--- src/rtl/int_issue_queue_pkg.sv ---
// isq_pkg: shared constants for the integer issue queue.
// Dispatch payload field offsets and default widths.
package isq_pkg;

    localparam int PAYLOAD_W_DEF = 241;
    localparam int PREG_W_DEF    = 6;

    localparam int LS_SIZE_LSB     = 0;
    localparam int IS_STORE_BIT    = 4;
    localparam int IS_LOAD_BIT     = 5;
    localparam int IS_IMM_BIT      = 6;
    localparam int IS_WORD_BIT     = 7;
    localparam int MULDIV_LSB      = 8;
    localparam int ALU_TYPE_LSB    = 21;
    localparam int IS_UNSIGNED_BIT = 32;
    localparam int CX_TYPE_LSB     = 33;
    localparam int IMM_LSB         = 39;
    localparam int SRC2_IS_REG_BIT = 103;
    localparam int SRC1_IS_REG_BIT = 104;
    localparam int PRS2_LSB        = 105;
    localparam int PRS1_LSB        = 111;
    localparam int NEED_TO_WB_BIT  = 117;
    localparam int OLD_PRD_LSB     = 118;
    localparam int PRD_LSB         = 124;
    localparam int LRD_LSB         = 130;
    localparam int LRS2_LSB        = 135;
    localparam int LRS1_LSB        = 140;
    localparam int INSTR_LSB       = 145;
    localparam int PC_LSB          = 177;

endpackage

--- src/rtl/int_issue_queue_if.sv ---
// int_issue_queue_if: dispatch, wakeup and issue signals of the queue.
// master drives requests, slave is the queue itself.
interface int_issue_queue_if
    import isq_pkg::*;
#(
    parameter int DEPTH     = 8,
    parameter int PAYLOAD_W = PAYLOAD_W_DEF,
    parameter int PREG_W    = PREG_W_DEF
);
    localparam int CNT_W = $clog2(DEPTH + 1);

    logic                 flush;
    logic                 disp2isq_wren0;
    logic [PAYLOAD_W-1:0] disp2isq_wrdata0;
    logic                 bt2isq_src1_busy;
    logic                 bt2isq_src2_busy;
    logic                 isq2disp_ready;
    logic                 wb0_valid;
    logic                 wb1_valid;
    logic [PREG_W-1:0]    wb0_prd;
    logic [PREG_W-1:0]    wb1_prd;
    logic                 isq2exu_valid;
    logic                 isq2exu_ready;
    logic [PAYLOAD_W-1:0] isq2exu_data;
    logic [CNT_W-1:0]     isq_count;

    modport master (
        output flush, disp2isq_wren0, disp2isq_wrdata0,
        output bt2isq_src1_busy, bt2isq_src2_busy,
        output wb0_valid, wb1_valid, wb0_prd, wb1_prd,
        output isq2exu_ready,
        input  isq2disp_ready, isq2exu_valid, isq2exu_data, isq_count
    );

    modport slave (
        input  flush, disp2isq_wren0, disp2isq_wrdata0,
        input  bt2isq_src1_busy, bt2isq_src2_busy,
        input  wb0_valid, wb1_valid, wb0_prd, wb1_prd,
        input  isq2exu_ready,
        output isq2disp_ready, isq2exu_valid, isq2exu_data, isq_count
    );

endinterface

--- src/rtl/int_issue_queue_select.sv ---
// isq_select: oldest-first priority encoder.
// Grants the lowest requesting index, one-hot and encoded.
module isq_select #(
    parameter int N     = 8,
    parameter int IDX_W = (N > 1) ? $clog2(N) : 1
) (
    input  logic [N-1:0]     i_req,
    output logic [N-1:0]     o_grant,
    output logic [IDX_W-1:0] o_idx,
    output logic             o_any
);

    // Scan top-down so the lowest requesting index wins
    always_comb begin
        o_grant = '0;
        o_idx   = '0;
        o_any   = 1'b0;
        for (int i = N - 1; i >= 0; i--) begin
            if (i_req[i]) begin
                o_grant    = '0;
                o_grant[i] = 1'b1;
                o_idx      = IDX_W'(i);
                o_any      = 1'b1;
            end
        end
    end

endmodule

--- src/rtl/int_issue_queue.sv ---
// int_issue_queue: age-ordered collapsing integer issue queue.
// Wakes sources from two writeback buses, issues the oldest ready entry.
module int_issue_queue
    import isq_pkg::*;
#(
    parameter int DEPTH     = 8,
    parameter int PAYLOAD_W = PAYLOAD_W_DEF,
    parameter int PREG_W    = PREG_W_DEF
) (
    input  logic             clock,
    input  logic             reset,
    int_issue_queue_if.slave isq_if
);
    localparam int CNT_W = $clog2(DEPTH + 1);
    localparam int IDX_W = $clog2(DEPTH);

    logic [PAYLOAD_W-1:0] r_pay [DEPTH];
    logic [DEPTH-1:0]     r_valid;
    logic [DEPTH-1:0]     r_rdy1;
    logic [DEPTH-1:0]     r_rdy2;
    logic [CNT_W-1:0]     r_count;

    logic [PAYLOAD_W-1:0] w_ext_pay [DEPTH+1];
    logic [DEPTH:0]       w_ext_valid;
    logic [DEPTH:0]       w_ext_rdy1;
    logic [DEPTH:0]       w_ext_rdy2;
    logic [PAYLOAD_W-1:0] w_pay_n [DEPTH];
    logic [DEPTH-1:0]     w_valid_n;
    logic [DEPTH-1:0]     w_rdy1_n;
    logic [DEPTH-1:0]     w_rdy2_n;
    logic [DEPTH-1:0]     w_req;
    logic [DEPTH-1:0]     w_grant;
    logic [DEPTH-1:0]     w_shift;
    logic [IDX_W-1:0]     w_idx;
    logic                 w_any;
    logic                 w_out_valid;
    logic                 w_issue;
    logic                 w_ready;
    logic                 w_enq;
    logic [CNT_W-1:0]     w_wr_idx;
    logic [CNT_W-1:0]     w_count_n;
    logic [PAYLOAD_W-1:0] w_sel_data;
    logic [PAYLOAD_W-1:0] w_in_pay;
    logic                 w_wb0_v;
    logic                 w_wb1_v;
    logic [PREG_W-1:0]    w_wb0_p;
    logic [PREG_W-1:0]    w_wb1_p;

    function automatic logic f_wake(input logic [PREG_W-1:0] prs);
        return (w_wb0_v && (w_wb0_p == prs)) ||
               (w_wb1_v && (w_wb1_p == prs));
    endfunction

    assign w_wb0_v  = isq_if.wb0_valid;
    assign w_wb1_v  = isq_if.wb1_valid;
    assign w_wb0_p  = isq_if.wb0_prd;
    assign w_wb1_p  = isq_if.wb1_prd;
    assign w_in_pay = isq_if.disp2isq_wrdata0;

    assign w_req = r_valid & r_rdy1 & r_rdy2;

    isq_select #(
        .N     (DEPTH),
        .IDX_W (IDX_W)
    ) u_sel (
        .i_req   (w_req),
        .o_grant (w_grant),
        .o_idx   (w_idx),
        .o_any   (w_any)
    );

    assign w_out_valid = w_any && !isq_if.flush && !reset;
    assign w_issue     = w_out_valid && isq_if.isq2exu_ready;
    assign w_ready     = (r_count != CNT_W'(DEPTH)) && !reset;
    assign w_enq       = isq_if.disp2isq_wren0 && w_ready && !isq_if.flush;
    assign w_wr_idx    = r_count - CNT_W'(w_issue);
    assign w_count_n   = r_count + CNT_W'(w_enq) - CNT_W'(w_issue);

    assign isq_if.isq2disp_ready = w_ready;
    assign isq_if.isq2exu_valid  = w_out_valid;
    assign isq_if.isq2exu_data   = w_out_valid ? w_sel_data : '0;
    assign isq_if.isq_count      = r_count;

    // AND-OR mux of the granted entry's payload
    always_comb begin
        w_sel_data = '0;
        for (int i = 0; i < DEPTH; i++) begin
            if (w_grant[i]) begin
                w_sel_data = w_sel_data | r_pay[i];
            end
        end
    end

    // Pad entry state with an empty slot so the top entry shifts in nothing
    always_comb begin
        w_ext_valid = {1'b0, r_valid};
        w_ext_rdy1  = {1'b0, r_rdy1};
        w_ext_rdy2  = {1'b0, r_rdy2};
        for (int i = 0; i < DEPTH; i++) begin
            w_ext_pay[i] = r_pay[i];
        end
        w_ext_pay[DEPTH] = '0;
    end

    // Slots at or above the issued index take their upper neighbour
    always_comb begin
        w_shift = '0;
        for (int i = 0; i < DEPTH; i++) begin
            w_shift[i] = w_issue && (i >= int'(w_idx));
        end
    end

    // Collapse, then wakeup on the shifted copies, then the enqueue write
    always_comb begin
        for (int i = 0; i < DEPTH; i++) begin
            w_valid_n[i] = w_shift[i] ? w_ext_valid[i+1] : w_ext_valid[i];
            w_pay_n[i]   = w_shift[i] ? w_ext_pay[i+1]   : w_ext_pay[i];
            w_rdy1_n[i]  = (w_shift[i] ? w_ext_rdy1[i+1] : w_ext_rdy1[i]) ||
                           f_wake(w_pay_n[i][PRS1_LSB +: PREG_W]);
            w_rdy2_n[i]  = (w_shift[i] ? w_ext_rdy2[i+1] : w_ext_rdy2[i]) ||
                           f_wake(w_pay_n[i][PRS2_LSB +: PREG_W]);
            if (w_enq && (CNT_W'(i) == w_wr_idx)) begin
                w_valid_n[i] = 1'b1;
                w_pay_n[i]   = w_in_pay;
                w_rdy1_n[i]  = !w_in_pay[SRC1_IS_REG_BIT] ||
                               !isq_if.bt2isq_src1_busy ||
                               f_wake(w_in_pay[PRS1_LSB +: PREG_W]);
                w_rdy2_n[i]  = !w_in_pay[SRC2_IS_REG_BIT] ||
                               !isq_if.bt2isq_src2_busy ||
                               f_wake(w_in_pay[PRS2_LSB +: PREG_W]);
            end
        end
    end

    // Occupancy state; reset and flush both empty the queue
    always_ff @(posedge clock) begin
        if (reset || isq_if.flush) begin
            r_valid <= '0;
            r_count <= '0;
        end else begin
            r_valid <= w_valid_n;
            r_count <= w_count_n;
        end
    end

    // Payload and readiness carry no reset; validity qualifies them
    always_ff @(posedge clock) begin
        r_rdy1 <= w_rdy1_n;
        r_rdy2 <= w_rdy2_n;
        for (int i = 0; i < DEPTH; i++) begin
            r_pay[i] <= w_pay_n[i];
        end
    end

endmodule
--- src/flat_wrapper.sv ---
// flat-port wrapper written by rule: the top's interface ports become plain ports
module int_issue_queue_flat import isq_pkg::*;
#(
    parameter int DEPTH     = 8,
    parameter int PAYLOAD_W = PAYLOAD_W_DEF,
    parameter int PREG_W    = PREG_W_DEF
)
  (clock, reset, isq_if_flush, isq_if_disp2isq_wren0, isq_if_disp2isq_wrdata0, isq_if_bt2isq_src1_busy, isq_if_bt2isq_src2_busy, isq_if_wb0_valid, isq_if_wb1_valid, isq_if_wb0_prd, isq_if_wb1_prd, isq_if_isq2exu_ready, isq_if_isq2disp_ready, isq_if_isq2exu_valid, isq_if_isq2exu_data, isq_if_isq_count);
  int_issue_queue_if #(.DEPTH(DEPTH), .PAYLOAD_W(PAYLOAD_W), .PREG_W(PREG_W)) isq_if_i ();
  input  logic clock;
  input  logic reset;
  input wire logic [$bits(isq_if_i.flush)-1:0] isq_if_flush;
  input wire logic [$bits(isq_if_i.disp2isq_wren0)-1:0] isq_if_disp2isq_wren0;
  input wire logic [$bits(isq_if_i.disp2isq_wrdata0)-1:0] isq_if_disp2isq_wrdata0;
  input wire logic [$bits(isq_if_i.bt2isq_src1_busy)-1:0] isq_if_bt2isq_src1_busy;
  input wire logic [$bits(isq_if_i.bt2isq_src2_busy)-1:0] isq_if_bt2isq_src2_busy;
  input wire logic [$bits(isq_if_i.wb0_valid)-1:0] isq_if_wb0_valid;
  input wire logic [$bits(isq_if_i.wb1_valid)-1:0] isq_if_wb1_valid;
  input wire logic [$bits(isq_if_i.wb0_prd)-1:0] isq_if_wb0_prd;
  input wire logic [$bits(isq_if_i.wb1_prd)-1:0] isq_if_wb1_prd;
  input wire logic [$bits(isq_if_i.isq2exu_ready)-1:0] isq_if_isq2exu_ready;
  output wire logic [$bits(isq_if_i.isq2disp_ready)-1:0] isq_if_isq2disp_ready;
  output wire logic [$bits(isq_if_i.isq2exu_valid)-1:0] isq_if_isq2exu_valid;
  output wire logic [$bits(isq_if_i.isq2exu_data)-1:0] isq_if_isq2exu_data;
  output wire logic [$bits(isq_if_i.isq_count)-1:0] isq_if_isq_count;
  assign isq_if_i.flush = isq_if_flush;
  assign isq_if_i.disp2isq_wren0 = isq_if_disp2isq_wren0;
  assign isq_if_i.disp2isq_wrdata0 = isq_if_disp2isq_wrdata0;
  assign isq_if_i.bt2isq_src1_busy = isq_if_bt2isq_src1_busy;
  assign isq_if_i.bt2isq_src2_busy = isq_if_bt2isq_src2_busy;
  assign isq_if_i.wb0_valid = isq_if_wb0_valid;
  assign isq_if_i.wb1_valid = isq_if_wb1_valid;
  assign isq_if_i.wb0_prd = isq_if_wb0_prd;
  assign isq_if_i.wb1_prd = isq_if_wb1_prd;
  assign isq_if_i.isq2exu_ready = isq_if_isq2exu_ready;
  assign isq_if_isq2disp_ready = isq_if_i.isq2disp_ready;
  assign isq_if_isq2exu_valid = isq_if_i.isq2exu_valid;
  assign isq_if_isq2exu_data = isq_if_i.isq2exu_data;
  assign isq_if_isq_count = isq_if_i.isq_count;
  int_issue_queue #(.DEPTH(DEPTH), .PAYLOAD_W(PAYLOAD_W), .PREG_W(PREG_W)) u_core (.clock(clock), .reset(reset), .isq_if(isq_if_i));
endmodule
--- config.mk ---
export PLATFORM = sky130hd
export DESIGN_NAME = int_issue_queue_flat
export DESIGN_NICKNAME = d
export VERILOG_FILES = /design/src/rtl/int_issue_queue_pkg.sv /design/src/rtl/int_issue_queue_if.sv /design/src/rtl/int_issue_queue_select.sv /design/src/rtl/int_issue_queue.sv /design/src/flat_wrapper.sv
export SDC_FILE = /design/constraint.sdc
export NUM_CORES = 2
export LEC_CHECK = 0
export CAP_MARGIN = 20
export CORE_AREA = 2 2 475 713
export DETAILED_ROUTE_END_ITERATION = 7
export DIE_AREA = 0 0 477 715
export MAX_ROUTING_LAYER = met4
export SLEW_MARGIN = 20
export SYNTH_ARGS = -nofsm -noshare
export SYNTH_HDL_FRONTEND = slang
export SYNTH_SLANG_ARGS = --single-unit
--- constraint.sdc ---
create_clock -name clock -period 20.2 [get_ports clock]
set_input_delay 4.04 -clock clock [delete_from_list [all_inputs] [get_ports clock]]
set_output_delay 4.04 -clock clock [all_outputs]
set_load 0.005 [all_outputs]
==> key figures <==
Run status
  – Status: finished, violations left
  – Failing checks: slew limit

Clock network
  – Hold buffers post-CTS: 0
  – H-tree depth: 4
  – # clock sinks: 1,956
  – CTS buffer count: 208
  – Gates resized, CTS repair: 0
  – Clk buf depth: 4
  – Root buf cell: clkbuf_16
  – Post-CTS Setup Inserts: 0
  – CTS tree: yes
  – Clk pin slew, worst setup/hold paths: 0.06 ns
  – Clock Latency Late Sink: 0.91 ns

Worst setup path
  – Critical path peak fanout: 70
  – CP Launch Type: primary input
  – Critical path's top delay family: buffers and inverters
  – RR Endpoint: u_core.r_pay[1][526]$_DFFE_PP_
  – Critical Path Max Stage Delay: 0.79 ns
  – Critical path endpoint category: primary output
  – CP required: 16.16 ns
  – CP arrival: 7.77 ns
  – Cell mode on critical path: buf_4
  – Worst path slowest cell: buf_4
  – Worst path depth: 8
  – Worst reg2reg path depth: 13
  – CP Class: in -> out
  – Critical Path Start: reset
  – Worst r2r src: u_core.r_rdy1[0]$_DFF_P_
  – Reg-to-reg slack, setup: 13.12 ns
  – Buf/Inv on CP: 5
  – CP cell instances: clkdlybuf4s50_1, nor2_1, o21ai_4, buf_4, buf_4, buf_4, a21oi_1, clkdlybuf4s50_1

Route
  – Routed Wire Length: 444,000 µm
  – Post-detailed-route DRC marker count: 0
  – Via density: 5.90
  – Metal2 WL: 208,000 µm
  – Top Layer Used: met4
  – M1 WL: 165,000 µm
  – Initial DRT Pass Iterations: 6
  – Vias post-DR: 88,391
  – WL per Instance: 29.7 µm
  – Final ANT Viol Nets: 0
  – Met3 Wirelength: 49,600 µm
  – Initial DRC count: 13,604

Floorplanning
  – Chip width: 477 µm
  – IO Pins: 509
  – DIE AREA: 341,000 µm²
  – Core Rows: 261
  – Initial core utilization: 0.299
  – Die height: 715 µm
  – Core area: 335,000 µm²

Synth
  – Async S/R FF share, synth: 0
  – Number of flops mapped to enable cells by yosys: 1,832
  – Post-synthesis cell count: 10,537
  – Post-synth cell types: 65
  – Synth warn: 0
  – Synth Net Count: 10,807
  – Ys flop type: edfxtp_1
  – Synthesized cell area: 100,000 µm²
  – Seq cells post-synth: 1,956
  – Syn_area_per_cell: 9.51 µm²
  – Sequential fraction of the synthesis area: 0.574

Layout
  – P&R area growth vs syn: 15.0%
  – Most common cell after layout, fill and taps aside: nand2_1
  – Layout cell share with drive strength beyond 1: 0.0513
  – Most frequent cells in the layout: nand2_1 (3,552), edfxtp_1 (1,832), nand3_1 (1,401)
  – Fin nets: 10,558

STA
  – RSZ-0062 raised after global routing: no
  – Fin crit period: 11.81 ns
  – Final WS setup: 8.39 ns
  – Final Slew Violations: 33
  – Final Cycle Share: 0.585
  – Relative slew slack: -0.0258
  – Final setup viols: 0
  – Maximum clock frequency: 0.0847 GHz
  – Worst Skew: 0.111 ns
  – Setup Total Neg Slack: 0 ns
  – Measured slew at the worst slew-check pin: 1.54 ns
  – Hold Fails Final Rpt: 0

Global route
  – All-Layer GR Usage: 0.255
  – First-pass GRT wire length: 625,000 µm
  – Largest net degree at the start of global routing: 157
  – Vias in the first global route: 84,990
  – Initial antenna violation count: 60
  – GR Overflow Total: 0

Flow run
  – Number of max-cap violations: 0

Hold path
  – Hold depth: 2
  – Hold Path Class: reg -> reg
  – Worst-case hold path end point: u_core.r_valid[5]$_SDFFE_PP0P_
  – HP Start: u_core.r_valid[6]$_SDFFE_PP0P_

Placement
  – IO Port Bufs: 508
  – Placer Congestion: 0.879
  – Setup WS pre-CTS: 7.88 ns
  – Hpwl dp: 240,000 µm

Pwr
  – Static leakage: 42.9 nW
  – Cell Pwr Density: 75.6 nW/µm²
  – Peak supply drop: 64.5 µV
-- flip-flops by register name (all words and copies together), names as in the netlist --
register	flops
u_core.r_rdy2	8
u_core.r_pay	1928
u_core.r_valid	8
u_core.r_rdy1	8
u_core.isq_if.isq_count	4
-- per-stage QoR --
step           power, W   util  hold WS [ns]  area (µm²)  instances
6_report        0.00870  0.343         0.485      115000      14969
5_1_grt         0.00890  0.343         0.517      115000      14956
4_1_cts         0.00873  0.343         0.486      115000      14915
3_5_place_dp    0.00496  0.324         0.483      109000      14547
3_3_place_gp    0.00495  0.323         0.478      108000      14539
2_1_floorplan   0.00478      -         0.463      100000      10537
-- how the worst max path moves through the flow --
stage	slack, ns	end
finish	8.39	isq_if_isq2exu_data[126]
global route	8.24	isq_if_isq2exu_data[126]
CTS	8.48	isq_if_isq2exu_data[126]
detailed placement	7.88	u_core.r_pay[1][524]$_DFFE_PP_
global placement	7.99	u_core.r_pay[1][525]$_DFFE_PP_
floorplan	8.11	u_core.r_pay[0][482]$_DFFE_PP_
-- where the power goes --
group / switching [W] / internal [W] / leakage [nW]
registers: 0.0000481 / 0.00443 / 18.5
clock network: 0.00174 / 0.00208 / 3.13
logic: 0.000265 / 0.000137 / 21.3
-- cell usage after synthesis, types with 84 or more instances --
master	number	area (µm²)
xnor2_1	128	1120
nor2_1	132	495
dfxtp_1	124	2480
nand3_1	1404	7030
edfxtp_1	1832	55000
and3_1	241	1510
nand2_1	3562	13400
xor2_1	88	771
a221o_1	243	2430
a22o_1	463	4060
mux2i_1	84	841
a221oi_1	245	2150
clkbuf_1	1088	4080
a21oi_1	583	2920
-- cell type report --
cell class,instances,area [µm²]
Tap cell,4471,5590
Timing Repair Buffer,713,6980
Inverter,20,82.6
Sequential cell,1956,57500
Clock buffer,265,5470
Fill cell,33940,220000
Antenna cell,52,130
Multi-Input combinational cell,7389,38500
Clock inverter,103,938
-- tightest hold or removal path, stage by stage (launching register included) --
cell and delay (ns):
dfxtp_1 0.32, nand2_1 0.05, a31oi_1 0.06
-- logic make-up (layout without fill, tap and decap cells) --
family                     after synthesis  count (layout)  synth area share
and+or+nand+nor                       5439            5439             0.230
DFF                                   1956            1956             0.574
AOI/OAI and AO/OA                     1641            1641             0.123
buffers and inverters                 1192            1101            0.0449
xor gates and xnor gates               216             216            0.0189
muxes                                   85              85           0.00851
adders and majority gates                8               8           0.00107
other                                    0              52                 0
-- routing by layer --
metal	up-vias	GRT usage
li1	37207	-
met1	43287	0.310
met2	6747	0.406
met3	1150	0.0487
met4	0	0.126
met5	-	-
Note: power is estimated with default switching activity, not from simulation.
